==> src/rtl/ma_bcd_display.sv <==
// ma_bcd_display: turns the 8-bit simple-average and EMA values into three
// BCD digits each with a sequential double-dabble engine, and drives six
// static active-low seven-segment displays (HEX2..0 = avg, HEX5..3 = EMA).
// A new conversion runs only when the inputs differ from the last captured pair.
module ma_bcd_display #(
    parameter int BLANK_LZ = 1
) (
    input  logic       clk,
    input  logic       rst,
    input  logic [7:0] avg_in,
    input  logic [7:0] ema_in,
    output logic [6:0] hex0,
    output logic [6:0] hex1,
    output logic [6:0] hex2,
    output logic [6:0] hex3,
    output logic [6:0] hex4,
    output logic [6:0] hex5,
    output logic       busy,
    output logic       upd
);

    localparam logic [1:0] IDLE  = 2'd0;
    localparam logic [1:0] CONV  = 2'd1;
    localparam logic [1:0] WRITE = 2'd2;

    localparam logic [6:0] SEG_BLANK = 7'h7F;
    localparam logic [6:0] SEG_ZERO  = 7'h40;
    // Leading digits power up blank unless the display always shows 3 digits
    localparam logic [6:0] LEAD_RST  = (BLANK_LZ != 0) ? SEG_BLANK : SEG_ZERO;

    logic [1:0]  state;
    logic [2:0]  iter;
    logic [7:0]  cap_avg;
    logic [7:0]  cap_ema;
    // Shift registers hold {bcd[11:0], bin[7:0]} per channel
    logic [19:0] sh_avg;
    logic [19:0] sh_ema;
    logic        start;

    // One double-dabble iteration: add 3 to every BCD nibble >= 5, then shift left
    function automatic logic [19:0] dabble_step(input logic [19:0] v);
        logic [19:0] t;
        t = v;
        for (int i = 0; i < 3; i++) begin
            if (t[8 + 4*i +: 4] >= 4'd5)
                t[8 + 4*i +: 4] = t[8 + 4*i +: 4] + 4'd3;
        end
        return {t[18:0], 1'b0};
    endfunction

    // BCD nibble to active-low segments (g..a); out-of-range nibbles go blank
    function automatic logic [6:0] seg_code(input logic [3:0] d);
        logic [6:0] s;
        case (d)
            4'd0:    s = 7'h40;
            4'd1:    s = 7'h79;
            4'd2:    s = 7'h24;
            4'd3:    s = 7'h30;
            4'd4:    s = 7'h19;
            4'd5:    s = 7'h12;
            4'd6:    s = 7'h02;
            4'd7:    s = 7'h78;
            4'd8:    s = 7'h00;
            4'd9:    s = 7'h10;
            default: s = SEG_BLANK;
        endcase
        return s;
    endfunction

    // Three BCD digits to {hundreds, tens, ones} segments with optional leading-zero blanking
    function automatic logic [20:0] digits_to_seg(input logic [11:0] bcd);
        logic [6:0] s2, s1, s0;
        s2 = seg_code(bcd[11:8]);
        s1 = seg_code(bcd[7:4]);
        s0 = seg_code(bcd[3:0]);
        if (BLANK_LZ != 0) begin
            if (bcd[11:8] == 4'd0) s2 = SEG_BLANK;
            if (bcd[11:4] == 8'd0) s1 = SEG_BLANK;
        end
        return {s2, s1, s0};
    endfunction

    assign start = (state == IDLE) && ({avg_in, ema_in} != {cap_avg, cap_ema});

    // Control FSM: capture on change, 8 conversion iterations, then one write cycle
    always_ff @(posedge clk or posedge rst) begin
        if (rst) begin
            state   <= IDLE;
            iter    <= 3'd0;
            cap_avg <= 8'd0;
            cap_ema <= 8'd0;
            busy    <= 1'b0;
            upd     <= 1'b0;
        end else begin
            upd <= 1'b0;
            case (state)
                IDLE: begin
                    if (start) begin
                        cap_avg <= avg_in;
                        cap_ema <= ema_in;
                        iter    <= 3'd0;
                        busy    <= 1'b1;
                        state   <= CONV;
                    end
                end
                CONV: begin
                    iter <= iter + 3'd1;
                    if (iter == 3'd7) state <= WRITE;
                end
                WRITE: begin
                    upd   <= 1'b1;
                    busy  <= 1'b0;
                    state <= IDLE;
                end
                default: state <= IDLE;
            endcase
        end
    end

    // Conversion datapath: load on capture, shift-add-3 both channels in parallel
    always_ff @(posedge clk) begin
        if (start) begin
            sh_avg <= {12'd0, avg_in};
            sh_ema <= {12'd0, ema_in};
        end else if (state == CONV) begin
            sh_avg <= dabble_step(sh_avg);
            sh_ema <= dabble_step(sh_ema);
        end
    end

    // Display registers: hold during conversion, load decoded digits on the write cycle
    always_ff @(posedge clk or posedge rst) begin
        if (rst) begin
            hex0 <= SEG_ZERO;
            hex1 <= LEAD_RST;
            hex2 <= LEAD_RST;
            hex3 <= SEG_ZERO;
            hex4 <= LEAD_RST;
            hex5 <= LEAD_RST;
        end else if (state == WRITE) begin
            {hex2, hex1, hex0} <= digits_to_seg(sh_avg[19:8]);
            {hex5, hex4, hex3} <= digits_to_seg(sh_ema[19:8]);
        end
    end

endmodule

==> config.mk <==
export PLATFORM = sky130hd
export DESIGN_NAME = ma_bcd_display
export DESIGN_NICKNAME = d
export VERILOG_FILES = /design/src/rtl/ma_bcd_display.sv
export SDC_FILE = /design/constraint.sdc
export NUM_CORES = 1
export LEC_CHECK = 0
export ABC_AREA = 0
export ABC_CLOCK_PERIOD_IN_PS = 2700
export CAP_MARGIN = 40
export CORE_ASPECT_RATIO = 1.2
export CORE_MARGIN = 2
export CORE_UTILIZATION = 53
export DETAILED_ROUTE_END_ITERATION = 12
export PLACE_DENSITY = 0.78
export SLEW_MARGIN = 20
export SYNTH_ARGS = -nofsm -noshare
export SYNTH_HDL_FRONTEND = slang
export SYNTH_SLANG_ARGS = --single-unit
==> constraint.sdc <==
create_clock -name clk -period 2.7 [get_ports clk]
set_input_delay 0.27 -clock clk [delete_from_list [all_inputs] [get_ports clk]]
set_output_delay 0.27 -clock clk [all_outputs]
set_load 0.02 [all_outputs]
==> summary.txt, run 1 <==
Clocking
  • Clock Root Buffer: sky130_fd_sc_hd__clkbuf_16
  • Level count of the clock H-tree: 4
  • Source-to-sink clock delay at the later pin of the worst-skew pair: 0.41 ns
  • Max clock buf depth: 2
  • Clock transition at the registers of the reported paths: 0.06 ns
  • TritonCTS Buffers: 17
  • TritonCTS sink count: 133
  • TritonCTS clock tree: done

Yosys
  • Net Count, Synth: 758
  • Syn Area/Cell: 9.40 um^2
  • Mapped Cells: 697
  • Yosys top cell area share: between 10% and 20%
  • Post-synth top area cell: sky130_fd_sc_hd__dfxtp_1
  • Number of warning messages in the yosys log: 0
  • Number of enable-type register cells in the synthesized netlist: 16
  • Share of async-settable or async-resettable flops after synthesis: 48.9%
  • Number of distinct library cells after synthesis: 56
  • Post-synth top flop: sky130_fd_sc_hd__dfxtp_1
  • Part of the Yosys area used for sequential elements: 48.6%
  • Synthesis-stage register bit count: 133
  • Mapped Area: 0.00656 mm^2
  • Cell types occupying the most area after synthesis: sky130_fd_sc_hd__dfxtp_1 (16%), sky130_fd_sc_hd__dfrtp_1 (13%), sky130_fd_sc_hd__dfstp_2 (12%), sky130_fd_sc_hd__nand2_1 (8.5%), sky130_fd_sc_hd__ha_1 (8.2%)

Setup path
  • Register-to-register setup slack: 0.13 ns
  • Type of element capturing the critical path: flop
  • Critical path launch point type: flop
  • Required time reported for the critical path endpoint: 2.99 ns
  • Worst Path Arrival: 2.86 ns
  • Worst reg-to-reg path cell count: 10
  • Start-to-end type of the worst setup path: reg -> reg
  • Maximum fanout along the worst path: 4

Timing
  • Unrepaired setup endpoints after global routing: yes
  • Post-Route Setup TNS: 0 ns
  • Max-slew headroom: 53.1%
  • Post-route fraction of the period consumed by the critical path: 95.3%
  • Number of pins with negative max-slew slack in the final report: 0
  • Number of failing hold endpoints at the final stage: 0
  • Number of setup violations in the final report: 0
  • Setup skew after layout: 0.00933 ns
  • FMAX: 389 MHz
  • Slew at the pin closest to its max-slew limit: about 0.7 ns
  • Shortest clock period the worst path allows after layout: about 2.6 ns

Detailed routing
  • Number of violations reported at the end of detailed-routing iteration 0: 223
  • Post-detailed-route via-to-cell ratio: 5.46
  • Antenna viol nets, final: 0
  • Final routed wirelength across all metal layers: between 10 and 15 mm
  • DRC: 0
  • Routed length per instance: 14.8 um
  • Drt first pass iters: 4
  • Total via count after detailed routing: 5230

Floorplan
  • Number of top-level design ports: a little over 60
  • Width of the die: about 110 um
  • Site Rows: 44
  • Die boundary height: between 100 and 150 um
  • Starting density of the core: 54.1%
  • Core box area: 0.0121 mm^2
  • Die area: 0.0133 mm^2

Global routing
  • Vias in the first global route: 5300
  • Pin count of the biggest net entering global routing: 50
  • Initial antenna violation count: 0
  • Global route total overflow: 0
  • Overall routing resource usage: 22.1%
  • First-pass GRT wire length: 23.8 mm

Layout
  • Non-Filler Instances: 958
  • Relative area change from synthesis to final layout: 25.1%
  • Ant diodes: 0
  • Final Util: 67.7%
  • Fraction of layout cells with a size suffix above 1: between 10% and 20%
  • Most frequent standard cell in the layout excluding fill and tap cells: sky130_fd_sc_hd__nand2_1
  • Commonest non-fill, non-tap cells in the layout: sky130_fd_sc_hd__nand2_1 (149), sky130_fd_sc_hd__clkdlybuf4s50_1 (61), sky130_fd_sc_hd__dfxtp_1 (50), sky130_fd_sc_hd__ha_1 (43)
  • Number of nets in the layout: 845

Power
  • Leakage: 0.00360 uW
  • Power density over the cells: 1570 mW/mm^2
  • Peak supply drop: 0.000649 V

Run
  • Total of max-cap violations: 0

Placed design
  • Count of buffers from port buffering: 61
  • HPWL after detailed placement: between 9 and 10 mm
  • Final GP Congestion: between 0.9 and 1
  • Cell count after placement: around 930

Run status
  • Run status: complete, no violations

Hold path
  • Hold/Removal Path Class: in -> async
## cell type report
cell class              instances  area, um^2
fillers                       935        3910
flip-flops and latches        133        3190
well taps                     161         201
repair buffers                102         947
clock buffers                  22         495
multi-input cells             499        3160
inverters                      31         116
clock inverters                10        95.1
## Yosys cell counts, types with 3 or more instances
cell type / instances
sky130_fd_sc_hd__nand2_1: 149
sky130_fd_sc_hd__dfxtp_1: 52
sky130_fd_sc_hd__a21oi_1: 46
sky130_fd_sc_hd__ha_1: 43
sky130_fd_sc_hd__o21ai_0: 42
sky130_fd_sc_hd__nor2_1: 39
sky130_fd_sc_hd__dfrtp_1: 35
sky130_fd_sc_hd__dfstp_2: 30
sky130_fd_sc_hd__inv_1: 30
sky130_fd_sc_hd__xnor2_1: 24
sky130_fd_sc_hd__o22a_1: 22
sky130_fd_sc_hd__edfxtp_1: 16
sky130_fd_sc_hd__clkbuf_1: 15
sky130_fd_sc_hd__and2_1: 13
sky130_fd_sc_hd__buf_2: 10
sky130_fd_sc_hd__o21ai_1: 10
sky130_fd_sc_hd__nand2b_1: 9
sky130_fd_sc_hd__a211oi_1: 8
sky130_fd_sc_hd__nand3_1: 8
sky130_fd_sc_hd__o22ai_1: 8
sky130_fd_sc_hd__o31ai_1: 7
sky130_fd_sc_hd__a21o_1: 6
sky130_fd_sc_hd__nand4_1: 6
sky130_fd_sc_hd__a22o_1: 4
sky130_fd_sc_hd__buf_1: 4
sky130_fd_sc_hd__nor3b_1: 4
sky130_fd_sc_hd__o21a_1: 4
sky130_fd_sc_hd__o2bb2a_1: 4
sky130_fd_sc_hd__a2bb2oi_1: 3
sky130_fd_sc_hd__a31oi_1: 3
sky130_fd_sc_hd__buf_6: 3
sky130_fd_sc_hd__mux2_2: 3
## stage by stage
stage          power (uW)  setup WS [ns]  instance area [um^2]  hold slack (ns)
2_1_floorplan        8220          0.199                  6560            0.394
3_3_place_gp        10100         -0.215                  7530            0.422
3_5_place_dp        10400         -0.329                  7530            0.429
4_1_cts             12800         0.0363                  8130            0.299
5_1_grt             13800       -0.00777                  8200            0.367
6_report            12900          0.128                  8200            0.289
## worst max-delay path: stages (launching register included)
cell and delay [ns]:
sky130_fd_sc_hd__dfrtp_1 0.41, sky130_fd_sc_hd__xnor2_2 0.18, sky130_fd_sc_hd__nand4_1 0.19, sky130_fd_sc_hd__nor4_4 0.38
sky130_fd_sc_hd__nor3_4 0.09, sky130_fd_sc_hd__o31ai_2 0.23, sky130_fd_sc_hd__inv_1 0.10, sky130_fd_sc_hd__ha_1 0.27
sky130_fd_sc_hd__or3_1 0.43, sky130_fd_sc_hd__o21ai_2 0.10, sky130_fd_sc_hd__a21oi_1 0.08
## power by group
group / switching, uW / internal [uW] / leakage, uW
logic: 3700 / 3100 / 0.00197
registers: 597 / 3230 / 0.00134
clock network: 834 / 1400 / 0.000288
## metal layers
layer	part of all wire [%]	wire length, um	GRT usage, %
met1	41	5780	24.4
met2	54	7670	41.3
met3	3.1	445	5.28
met4	1.8	255	7.59
met5	0	0	0
## repair_timing
item / 4_1_cts / 5_1_grt
setup endpoints to repair: 2 / 9
hold buffers: 0 / 0
gates resized for setup: 1 / 17
setup buffers: 0 / 1
pin swaps: 0 / 4
## worst paths after layout
check,from,endpoint
max,cap_avg[1],flop
min,rst,hex0[5]
max reg2reg,cap_avg[1],flop
min reg2reg,flop,hex1[6]
max in group asynchronous,rst,hex1[2]
min in group clk,flop,hex1[6]
## cell families (layout without fill, tap and decap cells)
kind of cell / Yosys count / in the layout / synth area share [%]
AO/OA/AOI/OAI: 183 / 183 / 18.3
AND/OR/NAND/NOR: 244 / 244 / 16.5
flip-flops: 133 / 133 / 48.6
XOR/XNOR: 24 / 24 / 3.21
multiplexers: 5 / 5 / 0.821
adder cells (fa/ha/maj): 43 / 43 / 8.21
buffers and inverters: 65 / 165 / 4.37
(Power assumes the default switching activity.)
==> inputs of run 2 (changes only) <==
--- a/config.mk
+++ b/config.mk
@@ -9,9 +9,9 @@
 export ABC_CLOCK_PERIOD_IN_PS = 2700
 export CAP_MARGIN = 40
-export CORE_ASPECT_RATIO = 1.2
+export CORE_ASPECT_RATIO = 2
 export CORE_MARGIN = 2
 export CORE_UTILIZATION = 53
 export DETAILED_ROUTE_END_ITERATION = 12
-export PLACE_DENSITY = 0.78
+export PLACE_DENSITY = 0.83
 export SLEW_MARGIN = 20
 export SYNTH_ARGS = -nofsm -noshare
==> constraint.sdc (replaced) <==
create_clock -name clk -period 2.7 [get_ports clk]
set_input_delay 0.27 -clock clk [delete_from_list [all_inputs] [get_ports clk]]
set_output_delay 0.27 -clock clk [all_outputs]
set_load 0.01 [all_outputs]
==> summary.txt, run 2 (synthesis results as in run 1) <==
Clocking
  • TritonCTS sink count: 133 (unchanged)
  • Clock Root Buffer: sky130_fd_sc_hd__clkbuf_16
  • Level count of the clock H-tree: 4 (unchanged)
  • TritonCTS clock tree: done
  • Clock transition at the registers of the reported paths: 0.06 ns (about the same)
  • TritonCTS Buffers: 17 (unchanged)
  • Source-to-sink clock delay at the later pin of the worst-skew pair: 0.42 ns (about the same)
  • Max clock buf depth: 2 (unchanged)

Floorplan
  • Die area: 0.0133 mm^2 (+0.38%)
  • Number of top-level design ports: 62 (unchanged)
  • Core box area: 0.0121 mm^2 (+0.10%)
  • Width of the die: 82.6 um (-22%)
  • Starting density of the core: 54.1% (-0.056 points)
  • Site Rows: 57 (+30%)
  • Die boundary height: 161 um (+28%)

Power
  • Pwr Total: 13200 uW (+2.5%)
  • Leakage: 0.00361 uW (+0.28%)
  • Peak supply drop: 0.000799 V (+23%)
  • Power density over the cells: 1590 mW/mm^2 (+1.6%)

Layout
  • Relative area change from synthesis to final layout: 26.2%
  • Fraction of layout cells with a size suffix above 1: 18.9% (+2.3 points)
  • Most frequent standard cell in the layout excluding fill and tap cells: sky130_fd_sc_hd__nand2_1
  • Ant diodes: 0 (unchanged)
  • Commonest non-fill, non-tap cells in the layout: sky130_fd_sc_hd__nand2_1 (149), sky130_fd_sc_hd__clkdlybuf4s50_1 (61), sky130_fd_sc_hd__dfxtp_1 (50), sky130_fd_sc_hd__o21ai_0 (41), sky130_fd_sc_hd__ha_1 (40)
  • Non-Filler Instances: 944 (-1.5%)
  • Final Util: 68.2% (+0.53 points)
  • Number of nets in the layout: 845 (unchanged)

Detailed routing
  • Routed length per instance: 16.4 um (+11%)
  • Final routed wirelength across all metal layers: 15.5 mm (+9.3%)
  • Drt first pass iters: 5 (+1)
  • Total via count after detailed routing: 5400 (+3.3%)
  • Antenna viol nets, final: 0 (unchanged)
  • DRC: 0 (unchanged)
  • Number of violations reported at the end of detailed-routing iteration 0: 351 (+57%)
  • Post-detailed-route via-to-cell ratio: 5.72 (+4.8%)

Global routing
  • Pin count of the biggest net entering global routing: 50 (unchanged)
  • Overall routing resource usage: 24.5% (+2.3 points)
  • Vias in the first global route: 5544 (+4.6%)
  • First-pass GRT wire length: 25.1 mm (+5.4%)
  • Initial antenna violation count: 0 (unchanged)
  • Global route total overflow: 0 (unchanged)

Placed design
  • Count of buffers from port buffering: 61 (unchanged)
  • Cell count after placement: 911 (-1.5%)
  • Worst setup slack before clock tree synthesis: -0.485 ns (-0.156 ns)
  • Final GP Congestion: 0.870 (-5.1%)
  • HPWL after detailed placement: 10.9 mm (+10%)

Setup path
  • Delay contributed by the slowest stage of the critical path: 0.42 ns (about the same)
  • CP Cell Sequence: inv_1 -> ha_1 -> nand2b_1 -> a21oi_2 -> xnor2_1 -> nand2_1 -> a21oi_2 -> ha_4 -> or3_4 -> a21oi_1
  • Maximum fanout along the worst path: 5 (+1)
  • Critical path launch point type: flop
  • Required time reported for the critical path endpoint: 3.04 ns (+0.05 ns)
  • Critical-path cell with the highest stage delay: sky130_fd_sc_hd__dfxtp_1
  • Type of element capturing the critical path: flop
  • Count of buffer and inverter cells on the critical path: 1 (unchanged)
  • Worst Path Arrival: 2.95 ns (+0.09 ns)
  • Dominant cell type by count on the critical path: sky130_fd_sc_hd__a21oi_2
  • Gate family responsible for the most delay along the worst path: simple AND/OR/NAND/NOR gates
  • Start-to-end type of the worst setup path: reg -> reg

Hold path
  • Hold/Removal Path Class: in -> async

Timing
  • Setup skew after layout: 0.00860 ns (-0.000727 ns)
  • Max-slew headroom: 58.6% (+5.4 points)
  • Slew at the pin closest to its max-slew limit: 0.620 ns (-0.0815 ns)
  • Shortest clock period the worst path allows after layout: 2.61 ns (+0.0339 ns)
  • Post-route fraction of the period consumed by the critical path: 96.5% (+1.3 points)
  • Number of pins with negative max-slew slack in the final report: 0 (unchanged)
  • Number of setup violations in the final report: 0 (unchanged)
  • FMAX: 384 MHz (-1.3%)
  • PnR worst setup slack: 0.0938 ns (-0.0339 ns)
  • Number of failing hold endpoints at the final stage: 0 (unchanged)

Run status
  • Run status: complete, no violations

Run
  • Total of max-cap violations: 0 (unchanged)
## run 2: per-stage QoR
step                hold slack (ns)  area, um^2  setup TNS, ns
floorplan                     0.394        6560              0
global placement              0.423        7510          -2.36
detailed placement            0.436        7510          -4.49
CTS                           0.276        8150              0
global route                  0.308        8270        -0.0261
finish                        0.258        8270              0
## run 2: timing repair
item                                   4_1_cts  5_1_grt
gates resized for setup                      3       32
endpoints found under the hold margin        0        0
hold buffers                                 0        0
buffers inserted                             0        1
pin swaps                                    0       14
setup endpoints to repair                    2       15
## run 2: cell type report
cell class              count  area, um^2
multi-input cells         499        3210
flip-flops and latches    133        3190
clock buffers              19         454
clock inverters            13         169
well taps                 147         184
repair buffers            102         947
fillers                   892        3850
inverters                  31         116
## run 2: report_power, final
| part | internal, uW | leakage (uW) | total, uW | switching (uW) |
|---|---|---|---|---|
| combinational | 3240 | 0.00197 | 6890 | 3650 |
| clock | 1520 | 0.000300 | 2420 | 901 |
| sequential | 3230 | 0.00134 | 3870 | 638 |
| total | 7990 | 0.00361 | 13200 | 5190 |
## run 2: path summary, 6_finish.rpt
kind / cells after the start / start / slack [ns] / to
min reg2reg: 1 / flop / 0.44 / hex5[0]
max in group asynchronous: 3 / rst / 1.74 / hex5[4]
max reg2reg: 10 / sh_ema[13] / 0.09 / flop
min: 2 / rst / 0.26 / hex3[0]
min in group clk: 1 / flop / 0.44 / hex5[0]
max: 10 / sh_ema[13] / 0.09 / flop
## run 2: metal layers
| metal | vias to the layer above | part of all wire [%] | global-route usage (%) | routed length, um |
|---|---|---|---|---|
| li1 | 2570 | - | - | - |
| met1 | 2616 | 34 | 23.9 | 5290 |
| met2 | 163 | 58 | 45.4 | 8980 |
| met3 | 51 | 3.2 | 5.25 | 500 |
| met4 | 0 | 4.6 | 13.0 | 705 |
| met5 | - | 0 | 0 | 0 |
